## config.mk

```make
export PLATFORM = sky130hd
export DESIGN_NAME = apex_axil_regbank
export DESIGN_NICKNAME = d
export VERILOG_FILES = /design/src/rtl/apex_axil_regbank.sv
export SDC_FILE = /design/constraint.sdc
export NUM_CORES = 1
export LEC_CHECK = 0
export BUFFER_PORTS_ARGS = -buffer_cell sky130_fd_sc_hd__buf_4
export CAP_MARGIN = 10
export CELL_PAD_IN_SITES_DETAIL_PLACEMENT = 1
export CELL_PAD_IN_SITES_GLOBAL_PLACEMENT = 1
export CORE_AREA = 4 4 242 244
export DETAILED_ROUTE_END_ITERATION = 10
export DIE_AREA = 0 0 246 248
export GPL_TIMING_DRIVEN = 0
export PLACE_DENSITY_LB_ADDON = 0.1
export SLEW_MARGIN = 20
export SYNTH_ARGS = -nofsm -noshare
export SYNTH_HDL_FRONTEND = slang
export SYNTH_SLANG_ARGS = --single-unit
```

## constraint.sdc

```tcl
create_clock -name S_AXI_ACLK -period 9.4 [get_ports S_AXI_ACLK]
set_input_delay 0.94 -clock S_AXI_ACLK [delete_from_list [all_inputs] [get_ports S_AXI_ACLK]]
set_output_delay 0.94 -clock S_AXI_ACLK [all_outputs]
set_load 0.01 [all_outputs]
```

## src/rtl/apex_axil_regbank.sv

```systemverilog
// AXI4-Lite register bank: RW/RO registers, per-register write strobes, self-clearing START bit.
// Optional macro APEX_AXIL_SLVERR_EN returns SLVERR for RO / out-of-range accesses.
module apex_axil_regbank #(
  parameter int          C_S_AXI_DATA_WIDTH = 32,
  parameter int          C_S_AXI_ADDR_WIDTH = 7,
  parameter int          NUM_REGS           = 8,
  parameter logic [31:0] RO_MASK            = 32'h0000_0020
) (
  input  logic                                   S_AXI_ACLK,
  input  logic                                   S_AXI_ARESETN,
  input  logic [C_S_AXI_ADDR_WIDTH-1:0]          S_AXI_AWADDR,
  input  logic [2:0]                             S_AXI_AWPROT,
  input  logic                                   S_AXI_AWVALID,
  output logic                                   S_AXI_AWREADY,
  input  logic [C_S_AXI_DATA_WIDTH-1:0]          S_AXI_WDATA,
  input  logic [C_S_AXI_DATA_WIDTH/8-1:0]        S_AXI_WSTRB,
  input  logic                                   S_AXI_WVALID,
  output logic                                   S_AXI_WREADY,
  output logic [1:0]                             S_AXI_BRESP,
  output logic                                   S_AXI_BVALID,
  input  logic                                   S_AXI_BREADY,
  input  logic [C_S_AXI_ADDR_WIDTH-1:0]          S_AXI_ARADDR,
  input  logic [2:0]                             S_AXI_ARPROT,
  input  logic                                   S_AXI_ARVALID,
  output logic                                   S_AXI_ARREADY,
  output logic [C_S_AXI_DATA_WIDTH-1:0]          S_AXI_RDATA,
  output logic [1:0]                             S_AXI_RRESP,
  output logic                                   S_AXI_RVALID,
  input  logic                                   S_AXI_RREADY,
  output logic [NUM_REGS*C_S_AXI_DATA_WIDTH-1:0] o_regs,
  output logic [NUM_REGS-1:0]                    o_wr_pulse,
  input  logic [NUM_REGS*C_S_AXI_DATA_WIDTH-1:0] i_ro_data
);

  localparam int DW       = C_S_AXI_DATA_WIDTH;
  localparam int AW       = C_S_AXI_ADDR_WIDTH;
  localparam int ADDR_LSB = $clog2(DW/8);
  localparam int IDX_W    = $clog2(NUM_REGS);
  localparam logic [IDX_W:0] NUM_REGS_W = NUM_REGS[IDX_W:0];

`ifdef APEX_AXIL_SLVERR_EN
  localparam logic ERR_EN = 1'b1;
`else
  localparam logic ERR_EN = 1'b0;
`endif

  function automatic logic addr_ok(input logic [AW-1:0] a);
    logic [AW-1:0]  upper;
    logic [IDX_W:0] idx;
    upper   = a >> (ADDR_LSB + IDX_W);
    idx     = {1'b0, a[ADDR_LSB +: IDX_W]};
    addr_ok = (upper == {AW{1'b0}}) && (idx < NUM_REGS_W);
  endfunction

  function automatic logic [DW-1:0] apply_strb(input logic [DW-1:0] old_v,
                                               input logic [DW-1:0] new_v,
                                               input logic [DW/8-1:0] strb);
    logic [DW-1:0] res;
    for (int b = 0; b < DW/8; b++) begin
      res[b*8 +: 8] = strb[b] ? new_v[b*8 +: 8] : old_v[b*8 +: 8];
    end
    return res;
  endfunction

  logic [DW-1:0]       regs_r [NUM_REGS];
  logic                aw_held_r, w_held_r, aw_ok_r;
  logic [IDX_W-1:0]    aw_idx_r;
  logic [DW-1:0]       w_data_r;
  logic [DW/8-1:0]     w_strb_r;
  logic                awready_r, wready_r, bvalid_r, arready_r, rvalid_r;
  logic [1:0]          bresp_r, rresp_r;
  logic [DW-1:0]       rdata_r;
  logic [NUM_REGS-1:0] wr_pulse_r;

  logic                aw_hs_s, w_hs_s, ar_hs_s, wr_commit_s, wr_ok_s;
  logic                aw_held_nx_s, w_held_nx_s, bvalid_nx_s, rvalid_nx_s;
  logic [DW-1:0]       wr_base_s, wr_val_s, rd_val_s;
  logic [NUM_REGS-1:0] wr_sel_s;
  logic                ar_ok_s;
  logic [IDX_W-1:0]    ar_idx_s;
  logic                unused_s;

  assign unused_s = ^{S_AXI_AWPROT, S_AXI_ARPROT};

  // Handshakes, commit decode and next-state of the channel flags
  always_comb begin
    aw_hs_s     = S_AXI_AWVALID && awready_r;
    w_hs_s      = S_AXI_WVALID && wready_r;
    ar_hs_s     = S_AXI_ARVALID && arready_r;
    wr_commit_s = aw_held_r && w_held_r && !bvalid_r;
    wr_ok_s     = aw_ok_r && !RO_MASK[aw_idx_r];
    wr_base_s   = aw_ok_r ? regs_r[aw_idx_r] : {DW{1'b0}};
    // START never survives into a later write's merge
    if (aw_idx_r == {IDX_W{1'b0}}) begin
      wr_base_s[0] = 1'b0;
    end else begin
      wr_base_s[0] = wr_base_s[0];
    end
    wr_val_s     = apply_strb(wr_base_s, w_data_r, w_strb_r);
    aw_held_nx_s = (aw_held_r || aw_hs_s) && !wr_commit_s;
    w_held_nx_s  = (w_held_r || w_hs_s) && !wr_commit_s;
    bvalid_nx_s  = wr_commit_s || (bvalid_r && !S_AXI_BREADY);
    rvalid_nx_s  = ar_hs_s || (rvalid_r && !S_AXI_RREADY);
    ar_ok_s      = addr_ok(S_AXI_ARADDR);
    ar_idx_s     = S_AXI_ARADDR[ADDR_LSB +: IDX_W];
    rd_val_s     = ar_ok_s ? regs_r[ar_idx_s] : {DW{1'b0}};
    for (int n = 0; n < NUM_REGS; n++) begin
      wr_sel_s[n] = wr_commit_s && wr_ok_s && (aw_idx_r == IDX_W'(n));
    end
  end

  // Write address/data capture, B channel and write-side readies
  always_ff @(posedge S_AXI_ACLK) begin
    if (!S_AXI_ARESETN) begin
      aw_held_r  <= 1'b0;
      w_held_r   <= 1'b0;
      aw_ok_r    <= 1'b0;
      aw_idx_r   <= {IDX_W{1'b0}};
      w_data_r   <= {DW{1'b0}};
      w_strb_r   <= {(DW/8){1'b0}};
      awready_r  <= 1'b0;
      wready_r   <= 1'b0;
      bvalid_r   <= 1'b0;
      bresp_r    <= 2'b00;
      wr_pulse_r <= {NUM_REGS{1'b0}};
    end else begin
      if (aw_hs_s) begin
        aw_ok_r  <= addr_ok(S_AXI_AWADDR);
        aw_idx_r <= S_AXI_AWADDR[ADDR_LSB +: IDX_W];
      end else begin
        aw_ok_r  <= aw_ok_r;
        aw_idx_r <= aw_idx_r;
      end
      if (w_hs_s) begin
        w_data_r <= S_AXI_WDATA;
        w_strb_r <= S_AXI_WSTRB;
      end else begin
        w_data_r <= w_data_r;
        w_strb_r <= w_strb_r;
      end
      if (wr_commit_s) begin
        bresp_r <= (ERR_EN && !wr_ok_s) ? 2'b10 : 2'b00;
      end else begin
        bresp_r <= bresp_r;
      end
      aw_held_r  <= aw_held_nx_s;
      w_held_r   <= w_held_nx_s;
      bvalid_r   <= bvalid_nx_s;
      awready_r  <= !aw_held_nx_s && !bvalid_nx_s;
      wready_r   <= !w_held_nx_s && !bvalid_nx_s;
      wr_pulse_r <= wr_sel_s;
    end
  end

  // Register array: RO follow i_ro_data, RW take committed writes, START self-clears
  always_ff @(posedge S_AXI_ACLK) begin
    for (int n = 0; n < NUM_REGS; n++) begin
      if (RO_MASK[n]) begin
        regs_r[n] <= i_ro_data[n*DW +: DW];
      end else if (!S_AXI_ARESETN) begin
        regs_r[n] <= {DW{1'b0}};
      end else if (wr_sel_s[n]) begin
        regs_r[n] <= wr_val_s;
      end else if (n == 0) begin
        regs_r[n] <= {regs_r[n][DW-1:1], 1'b0};
      end else begin
        regs_r[n] <= regs_r[n];
      end
    end
  end

  // Read channel; data sampled at the AR handshake sees the pre-write value
  always_ff @(posedge S_AXI_ACLK) begin
    if (!S_AXI_ARESETN) begin
      arready_r <= 1'b0;
      rvalid_r  <= 1'b0;
      rdata_r   <= {DW{1'b0}};
      rresp_r   <= 2'b00;
    end else begin
      if (ar_hs_s) begin
        rdata_r <= rd_val_s;
        rresp_r <= (ERR_EN && !ar_ok_s) ? 2'b10 : 2'b00;
      end else begin
        rdata_r <= rdata_r;
        rresp_r <= rresp_r;
      end
      rvalid_r  <= rvalid_nx_s;
      arready_r <= !rvalid_nx_s;
    end
  end

  generate
    for (genvar g = 0; g < NUM_REGS; g++) begin : g_flat
      assign o_regs[g*DW +: DW] = regs_r[g];
    end
  endgenerate

  assign S_AXI_AWREADY = awready_r;
  assign S_AXI_WREADY  = wready_r;
  assign S_AXI_BVALID  = bvalid_r;
  assign S_AXI_BRESP   = bresp_r;
  assign S_AXI_ARREADY = arready_r;
  assign S_AXI_RVALID  = rvalid_r;
  assign S_AXI_RDATA   = rdata_r;
  assign S_AXI_RRESP   = rresp_r;
  assign o_wr_pulse    = wr_pulse_r;

endmodule

```

# Word-level counts from Yosys, hierarchy flattened
# Memory sizes are Yosys's and may differ from the RTL's. A register that Yosys moved wholly into a read port is not among the register bits.
# Cells that the tools add are included.
[word_totals]
ff_bits = 87
ram_bits = 256
in_bits = 319
n_memories = 2
rom_bits = 8
output_inout_bits = 305
elab_cells = 143
[op_classes]
order_cmp = 1
eq_ne = 7
bitwise_logic = 14
n_reduce_logical = 37
mux = 69
[memory_table]
columns = ["memory", "words", "width", "read_ports", "rd_ports_with_merged_regs", "write_ports", "line_no", "source"]
rows = [
  ["regs_r", 8, 32, 10, 1, 8, "65", "logic [DW-1:0] regs_r [NUM_REGS];"],
  ["(name not given)", 8, 1, 1, 1, 0, "91", "wr_ok_s = aw_ok_r && !RO_MASK[aw_idx_r];"],
]
[op_table]
columns = ["cell", "n"]
rows = [
  ["$mux W32", 16],
  ["$mux W1", 45],
  ["$mux W8", 4],
  ["$logic_and A1 B1 Y1", 21],
  ["$logic_not A7 Y1", 2],
  ["$or A1 B1 Y1", 14],
  ["$eq A3 B3 Y1 const B", 4],
  ["$mux W3", 4],
  ["$logic_not A1 Y1", 9],
  ["$eq A3 B2 Y1 const B", 2],
  ["$lt A3 B6 Y1 const B", 1],
  ["$logic_or A1 B1 Y1", 4],
  ["$eq A3 B1 Y1 const B", 1],
  ["$logic_not A3 Y1", 1],
]

# Logic depth before layout (Yosys ltp)
[depth]
depth_word = 11
mapped_depth = 7
ltp_nobuf = 4

# Worst setup path after synthesis
# Ideal clock, no wire load.
[synth_timing]
path_kind = "reg-to-reg"
start = "register bvalid_r (netlist: S_AXI_BVALID)"
end = "memory regs_r[1][0] in the netlist's numbering, enable pin"
t_required_ns = 8.934
setup_slack_ns = 5.572
path_stages_with_launch = 4
t_arrival_ns = 3.363
path_buffers = 0
setup_time_ns = 0.466
period_less_slack_ns = 3.828
path_cell_list = "dfxtp_1 nand3b_1 or4_1 o21ai_0"
[synth_rtl]
columns = ["item", "line_no", "source"]
rows = [
  ["from (decl)", "70", "logic awready_r, wready_r, bvalid_r, arready_r, rvalid_r;"],
  ["from (signal assigned)", "148", "bvalid_r <= bvalid_nx_s;"],
  ["to (decl)", "65", ""],
]

# Final worst setup path
[layout_timing]
start = "input port S_AXI_ARADDR[3]"
end = "register rdata_r[12] (netlist: S_AXI_RDATA[12])"
[layout_via]
elab_chain_len = 2
[layout_rtl]
columns = ["item", "line_no", "source"]
rows = [
  ["from (decl)", "22", "input logic [C_S_AXI_ADDR_WIDTH-1:0] S_AXI_ARADDR,"],
  ["$mem_v2 Z8 W32", "-", ""],
  ["$mux W32", "106", "rd_val_s = ar_ok_s ? regs_r[ar_idx_s] : {DW{1'b0}};"],
  ["to (signal assigned)", "177", "rdata_r <= {DW{1'b0}};"],
  ["to (signal assigned)", "181", "rdata_r <= rd_val_s;"],
  ["to (signal assigned)", "184", "rdata_r <= rdata_r;"],
  ["to (decl)", "72", "logic [DW-1:0] rdata_r;"],
]
# No other way between the ends.
# A chain may end at the register's enable or synchronous reset.

==> impl_metrics.csv <==
group,metric,value,unit
outcome,outcome,"finished clean",
floorplan,rows,87,
global_routing,grt_pass1_wl,104000,um
critical_path,setup.worst_path.start,"S_AXI_ARADDR[3]",
logic_synthesis,synth_top_flop_cell,"edfxtp_1",
clock_network,clockRootBuffer,"clkbuf_16",
clock_network,cts_resized,0,
floorplan,dieWidth,246,um
clock_network,clk_latency,570,ps
routing,drt.antenna.violating_nets,0,
placed_design,port_buffers,382,
global_routing,grt-ovfl-total,0,
sta,setup_violations,0,
global_routing,grt_max_degree,17,
pwr,power,3860,uW
critical_path,crit_chain,"clkbuf_1 > and2_1 > clkbuf_1 > clkbuf_1 > a22oi_1 > o211ai_1 > a21boi_0",
placed_design,gp_congestion,0.809,
logic_synthesis,ys_seq_area_share,56.9,%
routing,viasPerCell,5.08,
clock_network,h-tree-depth,2,
clock_network,cts-root-to-sink-buffers,3,
placed_design,placedCellCount,2476,
sta,max_freq,0.344,GHz
logic_synthesis,yosysWarnings,0,
logic_synthesis,syn_area_per_cell,12.2,sq um
finish,drive_gt1_share,36.3,%
critical_path,slowest_delay,730,ps
clock_network,post-cts-setup-buffers,0,
logic_synthesis,syn_area,16100,sq um
clock_network,cts_tree,"done",
logic_synthesis,netlist_instances,1321,
floorplan,core_region_area,56300,sq um
finish,instances_no_fill,2558,
clock_network,clk_pin_slew,50,ps
sta,rsz0062_at_grt,"false",
critical_path,critPathCapture,"S_AXI_RDATA[12]",
clock_network,cts_made_buffers,45,
logic_synthesis,synth_async_sr_flop_share,0,%
sta,period_share,30.9,%
sta,slew_headroom,30.3,%
floorplan,io-pin-count,624,
pwr,power.density,177,nW/um^2
routing,first_pass_iters,5,
critical_path,r2r_end,"S_AXI_RDATA[14]",
critical_path,critical_path_class,"in -> reg",
finish,num-fill-cells,6129,
sta,fin_setup_tns,0,ps
pwr,vdd_ir_drop_max,102,uV
routing,wirelength,76300,um
finish,nets,2086,
finish,multi_input_area,6460,sq um
global_routing,first_global_vias,13400,
floorplan,die-area,61000,sq um
global_routing,track_usage,24.2,%
sta,hold_violations,0,
finish,final_common_cell,"buf_4",
sta,report.final.slew_viol_count,0,
sta,fin_skew,14.2,ps
critical_path,critPathSlowestCell,"clkbuf_1",
floorplan,start_util,28.7,%
routing,route.vias.total,13000,
critical_path,crit_top_cell,"clkbuf_1",
floorplan,die_h,248,um
finish,area_growth,35.2,%
logic_synthesis,ys_seq_elements,347,
finish,final_cell_mix,"buf_4, nor2_1, edfxtp_1, nand2_1, dfxtp_1",
critical_path,end_kind,"flip-flop",
hold_path,hp-class,"reg -> reg",
critical_path,start_kind,"input port",
routing,drc,0,
critical_path,rr_startpoint,"S_AXI_ARREADY",
logic_synthesis,synth_edf_count,224,
critical_path,worstPathArrival,3340,ps
logic_synthesis,synth_cell_type_count,44,
run,maxCapViolations,0,
sta,min_period,2900,ps
critical_path,reg2reg_depth,5,
clock_network,cts.sinks,347,
global_routing,grt_antenna_before_repair,1,
pwr,p_leak,0.00825,uW
critical_path,worstPathRequired,9840,ps
critical_path,r2r_slack,6680,ps
critical_path,cp_max_fo,10,
clock_network,ctsHoldBuffers,0,
routing,drtIter0Drc,896,
sta,tightest_slew,1050,ps
finish,seq_area,9190,sq um
placed_design,place_hpwl,56100,um
routing,routedWlPerCell,29.8,um
-- where the power goes --
part	total [uW]	switching (uW)	internal (uW)
Clock	1690	686	1000
Sequential	1730	53.4	1680
Combinational	443	247	195
Total	3860	986	2870
-- area by class of cell --
class | count | area share [%]
clock buffers | 59 | 5.49
inverters | 9 | 0.155
plain buffers | 109 | 2.58
well taps | 756 | 4.33
repair buffers | 396 | 14.9
multi-input cells | 859 | 29.6
diodes | 2 | 0.0229
flip-flops and latches | 347 | 42.1
clock inverters | 21 | 0.888
-- synth_stat cells, types with 2 or more instances --
master,number,area share [%]
clkbuf_1,65,1.5
a21oi_2,3,0.16
nor3_1,3,0.093
o211ai_1,32,1.5
and3_1,3,0.12
mux4_2,64,8.9
nand2b_1,10,0.39
o22ai_1,26,1.0
buf_4,12,0.56
mux2_2,52,3.6
buf_6,9,0.63
o31a_1,5,0.27
nor4_1,2,0.077
o21ai_0,7,0.22
mux2i_1,75,4.6
nor2_1,227,5.3
a32oi_2,2,0.20
a21boi_0,76,3.5
conb_1,2,0.047
nand2_1,152,3.5
nand2b_4,3,0.26
buf_2,16,0.50
nor2b_1,36,1.4
o31a_2,22,1.4
a21oi_1,4,0.12
and2_1,2,0.077
nand3_1,5,0.15
a22oi_1,32,1.5
edfxtp_1,224,42
clkbuf_2,2,0.062
inv_1,9,0.21
a32oi_4,3,0.51
clkbuf_4,2,0.093
buf_1,2,0.047
dfxtp_1,123,15
-- kinds of logic (layout without fill, tap and decap cells) --
logic type / count (synthesis) / after routing / synth area share [%]
simple gates: 449 / 449 / 11.6
flops: 347 / 347 / 56.9
compound gates: 213 / 213 / 10.4
mux: 192 / 192 / 17.3
buf+inv: 118 / 594 / 3.70
other cells: 2 / 7 / 0.0465
-- metal layers --
metal	GRT usage [%]	vias to the layer above	wire, um	part of all wire, %
li1	-	5726	-	-
met1	33.8	6713	34300	45
met2	37.9	496	34000	45
met3	6.63	72	6550	8.6
met4	5.19	0	1390	1.8
met5	0	-	0	0
-- registers in the layout, indices dropped and copies added (netlist names), named ones only --
| register | cells |
|---|---|
| aw_ok_r | 1 |
| aw_idx_r | 3 |
| regs_r | 256 |
| w_data_r | 32 |
| o_wr_pulse | 8 |
| w_strb_r | 4 |
| S_AXI_RVALID | 1 |
| aw_held_r | 1 |
| S_AXI_AWREADY | 1 |
| S_AXI_RDATA | 32 |
| S_AXI_ARREADY | 1 |
| S_AXI_BVALID | 1 |
| w_held_r | 1 |
| S_AXI_WREADY | 1 |
-- worst max-delay path: cells and delay by family --
family,cells,cell delay (ps)
buffers and inverters,3,1630
and+or+nand+nor,1,220
AOI/OAI and AO/OA,3,540
-- worst min-delay path by stage --
| stage | startpoint | endpoint | slack (ps) | depth (start not counted) |
|---|---|---|---|---|
| 2_1_floorplan | w_data_r[26] | w_data_r[26] | 440 | 2 |
| 3_3_place_gp | w_data_r[4] | w_data_r[4] | 450 | 2 |
| 3_5_place_dp | w_data_r[2] | w_data_r[2] | 460 | 2 |
| 4_1_cts | i_ro_data[182] | regs_r[5][22] | 440 | 1 |
| 5_1_grt | i_ro_data[188] | regs_r[5][28] | 450 | 1 |
| 6_report | S_AXI_RDATA[2] | S_AXI_RDATA[2] | 460 | 2 |
-- metrics by stage --
| step | worst slack (ps) | area (sq um) | hold WS (ps) | utilization (%) |
|---|---|---|---|---|
| 5_1_grt | 6440 | 21800 | 452 | 38.8 |
| 3_3_place_gp | 1550 | 20000 | 452 | 35.5 |
| 6_report | 6500 | 21800 | 462 | 38.8 |
| 4_1_cts | 6510 | 21800 | 439 | 38.8 |
| 2_1_floorplan | 5570 | 16200 | 444 | - |
| 3_5_place_dp | 5930 | 20400 | 460 | 36.3 |
Power figures use the tool's default switching activity.
